[config.mk]
export PLATFORM = sky130hd
export DESIGN_NAME = pixel_packer
export DESIGN_NICKNAME = d
export VERILOG_FILES = /design/src/rtl/pixel_packer_pkg.sv /design/src/rtl/pixel_packer.sv
export SDC_FILE = /design/constraint.sdc
export NUM_CORES = 1
export LEC_CHECK = 0
export CAP_MARGIN = 0
export CELL_PAD_IN_SITES_DETAIL_PLACEMENT = 1
export CELL_PAD_IN_SITES_GLOBAL_PLACEMENT = 2
export CORE_UTILIZATION = 38
export CTS_BUF_LIST = sky130_fd_sc_hd__clkbuf_4
export CTS_CLUSTER_DIAMETER = 60
export DETAILED_ROUTE_END_ITERATION = 7
export DONT_BUFFER_PORTS = 1
export PLACE_DENSITY = 0.88
export REMOVE_ABC_BUFFERS = 1
export SETUP_SLACK_MARGIN = 0.15
export SYNTH_ARGS = -nofsm -noshare
export SYNTH_HDL_FRONTEND = slang
export SYNTH_SLANG_ARGS = --single-unit
export TNS_END_PERCENT = 100
[constraint.sdc]
create_clock -name clk -period 2.45 [get_ports clk]
set_input_delay 0.49 -clock clk [delete_from_list [all_inputs] [get_ports clk]]
set_output_delay 0.49 -clock clk [all_outputs]
set_load 0.1 [all_outputs]
[src/rtl/pixel_packer_pkg.sv]
// Shared widths and state encoding for the 12-bit pixel to 16-bit word packer.
package pixel_packer_pkg;

   localparam int unsigned PIX_W   = 12;
   localparam int unsigned WORD_W  = 16;
   localparam int unsigned ACC_W   = 28;
   // Fill count spans 0..27, five bits suffice.
   localparam int unsigned NBITS_W = 5;

   typedef enum logic [1:0] {
      RUN,
      FLUSH,
      WAIT
   } state_t;

endpackage

[src/rtl/pixel_packer.sv]
// Packs a stream of 12-bit pixels LSB-first into 16-bit words for a bank FIFO
// write port. The last pixel of a frame triggers a flush of the residue as a
// zero-padded word, followed by a frame_done pulse carrying the word count.
module pixel_packer
   import pixel_packer_pkg::*;
#(
   parameter int unsigned COUNT_W = 16
) (
   input  logic               clk,
   input  logic               rst_,
   input  logic               pix_valid,
   input  logic [PIX_W-1:0]   pix_data,
   input  logic               pix_last,
   output logic               pix_ready,
   output logic               w_trigger,
   output logic [WORD_W-1:0]  w_data,
   input  logic               w_done,
   output logic               frame_done,
   output logic [COUNT_W-1:0] frame_words
);

   state_t               state_q, state_d;
   logic [ACC_W-1:0]     acc_q, acc_d;
   logic [NBITS_W-1:0]   nbits_q, nbits_d;
   logic                 trig_q, trig_d;
   logic [WORD_W-1:0]    data_q, data_d;
   logic                 run_en_q;
   logic                 done_q, done_d;
   logic [COUNT_W-1:0]   cnt_q, cnt_d;
   logic [COUNT_W-1:0]   fwords_q, fwords_d;

   logic                 slot_free;
   logic                 word_acc;
   logic                 full_word;
   logic                 xfer;
   logic                 move_word;
   logic                 pad_word;
   logic                 load;
   logic                 finish;
   logic [COUNT_W-1:0]   cnt_inc;

   // Output slot can take a new word when empty or being drained this cycle.
   assign slot_free = !trig_q || w_done;
   assign word_acc  = trig_q && w_done;
   assign full_word = nbits_q >= NBITS_W'(WORD_W);

   // Handshake and word-move decode; accept and move never coincide since
   // one needs nbits<=15 and the other nbits>=16.
   always_comb begin
      pix_ready = run_en_q && (state_q == RUN) && !full_word;
      xfer      = pix_valid && pix_ready;
      move_word = full_word && slot_free;
      pad_word  = (state_q == FLUSH) && !full_word && (nbits_q != '0) && slot_free;
      load      = move_word || pad_word;
      finish    = (state_q == WAIT) && slot_free;
   end

   // FSM state register.
   always_ff @(posedge clk or negedge rst_) begin
      if (!rst_) begin
         state_q <= RUN;
      end else begin
         state_q <= state_d;
      end
   end

   // FSM next-state logic.
   always_comb begin
      state_d = state_q;
      unique case (state_q)
         RUN: begin
            if (xfer && pix_last) begin
               state_d = FLUSH;
            end
         end
         FLUSH: begin
            if (nbits_q == '0) begin
               state_d = WAIT;
            end
         end
         WAIT: begin
            if (finish) begin
               state_d = RUN;
            end
         end
         default: state_d = RUN;
      endcase
   end

   // Datapath and output next-state: accumulator, word slot, frame counters.
   always_comb begin
      acc_d    = acc_q;
      nbits_d  = nbits_q;
      data_d   = data_q;
      trig_d   = trig_q;
      cnt_d    = cnt_q;
      fwords_d = fwords_q;
      done_d   = finish;

      if (xfer) begin
         acc_d   = acc_q | (ACC_W'(pix_data) << nbits_q);
         nbits_d = nbits_q + NBITS_W'(PIX_W);
      end else if (move_word) begin
         acc_d   = acc_q >> WORD_W;
         nbits_d = nbits_q - NBITS_W'(WORD_W);
      end else if (pad_word) begin
         // Bits above nbits are already zero, so the low word is the padded residue.
         acc_d   = '0;
         nbits_d = '0;
      end

      if (load) begin
         data_d = acc_q[WORD_W-1:0];
         trig_d = 1'b1;
      end else if (w_done) begin
         trig_d = 1'b0;
      end

      cnt_inc = (word_acc && (cnt_q != '1)) ? cnt_q + COUNT_W'(1) : cnt_q;
      if (finish) begin
         // The final word's acceptance may land on the same edge as the finish.
         fwords_d = cnt_inc;
         cnt_d    = '0;
      end else begin
         cnt_d = cnt_inc;
      end
   end

   // Datapath registers; run_en holds pix_ready low until the first edge after reset.
   always_ff @(posedge clk or negedge rst_) begin
      if (!rst_) begin
         acc_q    <= '0;
         nbits_q  <= '0;
         trig_q   <= 1'b0;
         data_q   <= '0;
         run_en_q <= 1'b0;
         done_q   <= 1'b0;
         cnt_q    <= '0;
         fwords_q <= '0;
      end else begin
         acc_q    <= acc_d;
         nbits_q  <= nbits_d;
         trig_q   <= trig_d;
         data_q   <= data_d;
         run_en_q <= 1'b1;
         done_q   <= done_d;
         cnt_q    <= cnt_d;
         fwords_q <= fwords_d;
      end
   end

   assign w_trigger   = trig_q;
   assign w_data      = data_q;
   assign frame_done  = done_q;
   assign frame_words = fwords_q;

endmodule

; ---- Word level (Yosys, flattened, before mapping)
; Index checks and enable logic that the tools add are counted.
[totals]
ff_bits = 86
in_bits = 17
out_inout_bits = 35
wordCells = 56
[classes]
muxes = 14
n_shift = 1
reduce_logical = 21
n_addsub = 3
n_eq_ne = 6
n_lt_le_gt_ge = 1
n_bitwise = 1
[op_table]
columns = cell, n
row1 = 28-bit two-way mux, 3
row2 = 16-bit two-way mux, 2
row3 = 28-bit bitwise OR, 1
row4 = 12-bit by 5-bit << shifter with 28-bit output, 1
row5 = "16-bit by 1-bit adder with 16-bit output, second input constant", 1
row6 = "16-bit inequality test, second input constant", 1
row7 = 5-bit two-way mux, 3
row8 = 1-bit logical AND, 11
row9 = 2-bit two-way mux, 3
row10 = 2-bit case mux with 3 select lines, 1
row11 = "5-bit by 4-bit adder with 5-bit output, second input constant", 1
row12 = "5-bit greater-or-equal comparator, second input constant", 1
row13 = 5-bit logical NOT, 1
row14 = 5-bit nonzero test, 1
row15 = "5-bit subtractor, second input constant", 1
row16 = "2-bit by 1-bit inequality test with 1-bit output, second input constant", 2
row17 = 3-bit AND reduction, 1
row18 = 3-bit nonzero test, 1
row19 = "2-bit by 1-bit == test with 1-bit output, second input constant", 1
row20 = "2-bit == test, second input constant", 1
row21 = 1-bit logical NOT, 2
row22 = 2-bit logical NOT, 1
row23 = 1-bit logical OR, 2
row24 = 1-bit two-way mux, 2
row25 = 2 further kinds, 2

; ---- Longest topological paths before layout
[logic_depth]
depth_word = 8
mapped_depth = 9
ltp_nobuf = 6

; ---- Worst setup path after synthesis
; No wires, ideal clock.
[synth_path]
kind = reg2reg
from = reg nbits_q[4]
to = reg acc_q[0]
required_ns = 2.386
path_slack_ns = -0.955
path_buffers = 1
period_less_slack_ns = 3.405
setup_time_ns = 0.064
t_arrival_ns = 3.340
path_stages_with_launch = 6
cell_sequence = dfrtp_1 -> clkbuf_1 -> nor4b_2 -> nand2_1 -> nor3_1 -> a21o_1
[synth_via]
word_cells_on_any_way = 14
cone_classes = 1 x order compare / 1 x shift / 2 x mux / 1 x bitwise / 9 x reduce/logical
[synth_lines]
columns = element, line_no
row1 = from (decl), pixel_packer.sv:24  ; logic [NBITS_W-1:0] nbits_q, nbits_d;
row2 = from (signal assigned), pixel_packer.sv:142  ; nbits_q <= nbits_d;
row3 = 5-bit greater-or-equal comparator *, pixel_packer.sv:45  ; assign full_word = nbits_q >= NBITS_W'(WORD_W);
row4 = 1-bit logical NOT *, pixel_packer.sv:50  ; pix_ready = run_en_q && (state_q == RUN) && !full_word;
row5 = 1-bit logical AND *, pixel_packer.sv:50
row6 = named net pix_ready, pixel_packer.sv:14  ; output logic pix_ready,
row7 = 1-bit logical AND *, pixel_packer.sv:51  ; xfer = pix_valid && pix_ready;
row8 = 3-bit nonzero test (no line) / 28-bit two-way mux (equally long branches), -
row9 = to (signal assigned), pixel_packer.sv:132  ; acc_q <= '0;
row10 = to (signal assigned), pixel_packer.sv:141  ; acc_q <= acc_d;
row11 = to (decl), pixel_packer.sv:23  ; logic [ACC_W-1:0] acc_q, acc_d;
; Mark *: on every way through the listed nets, which the timed path passes. The rest lies on a longest branch.
; A chain may end at the register's enable or synchronous reset.

; ---- Worst setup path after layout
[layout_path]
from = reg nbits_q[4]
to = out pix_ready
[layout_via]
elab_chain_cells = 3
[layout_lines]
columns = element, line_no
row1 = 5-bit greater-or-equal comparator, pixel_packer.sv:45
row2 = 1-bit logical NOT, pixel_packer.sv:50
row3 = 1-bit logical AND, pixel_packer.sv:50
row4 = to (decl), pixel_packer.sv:14
; Every way passes these cells.

==> flow_metrics.tcl <==
set metrics [dict create \
    status "finished with violations" \
    failed_checks "negative hold slack" \
    cts_buffers 9 \
    ys_ff_latch 84 \
    relSlewSlack_pct 37.9 \
    initial_core_util_pct 39.1 \
    syn_area_sq_um 3820 \
    maxCapViolations 0 \
    synth_fa_ha_area_share_pct 0.981 \
    post-route-period-util_pct 86.8 \
    post-synth-top-area-cell "dfrtp_1" \
    holdWs_ns -0.267 \
    yosys.cell_count.top_type "dfrtp_1" \
    cp-startpoint "nbits_q[4]" \
    synth_cell_types 45 \
    grt-ovfl-total 0 \
    synthXorXnorAreaFrac_pct 0.229 \
    ys_seq_area_share_pct 55.0 \
    crit_arrival_ns 1.64 \
    synth_flop_cell "dfrtp_1" \
    ys_top_cells_by_count "dfrtp_1 (84), nand2_1 (31), nor2_1 (28)" \
    fin_crit_ns 2.13 \
    synth_top_family_by_area "simple AND/OR/NAND/NOR gates" \
    synth_simple_gate_area_share_pct 17.4 \
    grtUsageTotal_pct 17.6 \
    vias_per_cell 5.43 \
    cts_setup_buffers 0 \
    ys_top_cells_by_area "dfrtp_1 (55%), mux2_2 (5.6%), nand2_1 (3.0%)" \
    clock.fmax_mhz 470 \
    setup_viol 0 \
    clock_path_buffers 2 \
    synth_edf_count 0 \
    syn_inst 356 \
    grt_pass1_vias 2721 \
    rr_startpoint "cnt_q[0]" \
    core_area_sq_um 9770 \
    yosys_warnings 0 \
    area_growth_pct 9.88 \
    antenna_found_initial 0 \
    worst-path-max-fanout 10 \
    start_kind "flip-flop" \
    synth_top_area_share_pct 55.0 \
    rows 36 \
    cts_tree "yes" \
    async_reset_ff_share_pct 100 \
    hold_viol_final 84 \
    required_ns 1.96 \
    drt-total-wl_um 8470 \
    routedWlPerCell_um 16.7 \
    worst_setup_path_end_kind "primary output" \
    cts.clk_slew.worst_paths_ns 0.12 \
    synth_compound_area_share_pct 15.9 \
    tightestPinTransition_ns 0.931 \
    ctsResizeCount 0 \
    postSynthAreaPerCell_sq_um 10.7 \
    dieArea_sq_um 10500 \
    slew_viol_final 0 \
    final_antenna_net_count 0 \
    vias 2759 \
    root_buffer "clkbuf_4" \
    initialDrtViolationCount 76 \
    fin_worst_skew_ns 0.0109 \
    fillers 1104 \
    rsz0062_at_grt "false" \
    criticalPathCategory "flip-flop to primary output" \
    hpwl_um 5870 \
    synthMuxAreaShare_pct 7.16 \
    htreeDepth 3 \
    grt_start_max_net_pins 85 \
    drc 0 \
    clock_sinks 84 \
    grt_pass1_wl_um 14000 \
    port_buffers 0 \
    fp.dieH_um 102 \
    clock_latency_ns 0.44 \
    drive_above_1_share_pct 17.3 \
    multiInputGateArea_sq_um 1610 \
    min_path_type "input port to asynchronous set/reset pin" \
    dr.pass1.iters 4 \
    io_pins 52 \
    layout.area.seq_sq_um 2100 \
    diodes 0 \
    fp.dieW_um 102 \
    place_congestion 0.802 \
    fin_nets 390 \
]
[path summary, 6_finish.rpt]
check                                   to  slack, ns  cells past startpoint
min in group clk                  acc_q[3]       0.16                      1
max in group asynchronous       nbits_q[3]       2.57                      0
max                              pix_ready       0.32                      2
min                               cnt_q[6]      -0.27                      0
min reg2reg                       acc_q[1]       0.51                      2
max reg2reg                frame_words[14]       0.38                      5
[cells in the final DEF (no fill, tap or decap), types with 4 or more instances in the layout]
cell type | synthesis | layout
or4_1 | 7 | 7
and2_1 | 7 | 7
a31oi_1 | 16 | 16
nand2_1 | 31 | 31
or3_1 | 10 | 10
o21ai_0 | 10 | 10
nor3_1 | 8 | 8
nand2b_1 | 8 | 8
dfrtp_1 | 84 | 84
mux2i_1 | 6 | 6
buf_4 | 0 | 23
o22ai_1 | 8 | 8
inv_1 | 5 | 5
o21ai_1 | 10 | 9
nand3b_1 | 4 | 4
nor2_1 | 28 | 28
mux2_2 | 19 | 19
a221o_1 | 4 | 4
nand4_1 | 6 | 6
a22o_1 | 10 | 10
clkbuf_4 | 0 | 10
a21oi_1 | 23 | 23
o31ai_1 | 5 | 5
[flip-flops by register name, summed over array words and instances, names as in the netlist]
name,cells
acc_q,28
cnt_q,16
frame_words,16
w_data,16
nbits_q,3
state_q,2
frame_done,1
run_en_q,1
w_trigger,1
[worst max-delay path: stages, from the launching register on]
cell and delay (ns):
dfrtp_1 0.53, nor4b_4 0.33, buf_4 0.34
[layout make-up]
type                            count  area share (%)
Clock buffer                       10            1.79
Clock inverter                      6            1.31
Sequential cell                    84            50.0
Multi-Input combinational cell    246            38.3
Timing Repair Buffer               23            4.11
Inverter                            6           0.536
Tap cell                          133            3.96
[per-stage QoR]
step / TNS, ns / cells / setup WS (ns) / instance area [sq um] / util, %
floorplan: -26.93 / 336 / -0.879 / 3720 / -
global placement: 0 / 492 / 0.452 / 4070 / 41.7
detailed placement: 0 / 492 / 0.416 / 4070 / 41.7
CTS: 0 / 508 / 0.279 / 4200 / 43.0
global route: 0 / 508 / 0.232 / 4200 / 43.0
finish: 0 / 508 / 0.322 / 4200 / 43.0
[logic make-up (layout without fill, tap and decap cells)]
family / after synthesis / count (layout)
and+or+nand+nor: 123 / 123
AOI/OAI and AO/OA: 93 / 93
DFF: 84 / 84
buffers and inverters: 26 / 45
muxes: 25 / 25
adders and majority gates: 3 / 3
other: 1 / 1
xor gates and xnor gates: 1 / 1
[routing by layer]
| metal | wire [um] | up-vias | global-route usage [%] |
|---|---|---|---|
| li1 | - | 1330 | - |
| met1 | 3950 | 1380 | 23.6 |
| met2 | 3970 | 35 | 26.7 |
| met3 | 394 | 14 | 4.79 |
| met4 | 152 | 0 | 7.91 |
| met5 | 0 | - | 0 |
Power is left out: the tool's default activity adds up to more than one toggle a clock period on the data nets, which glitch-free logic cannot reach.
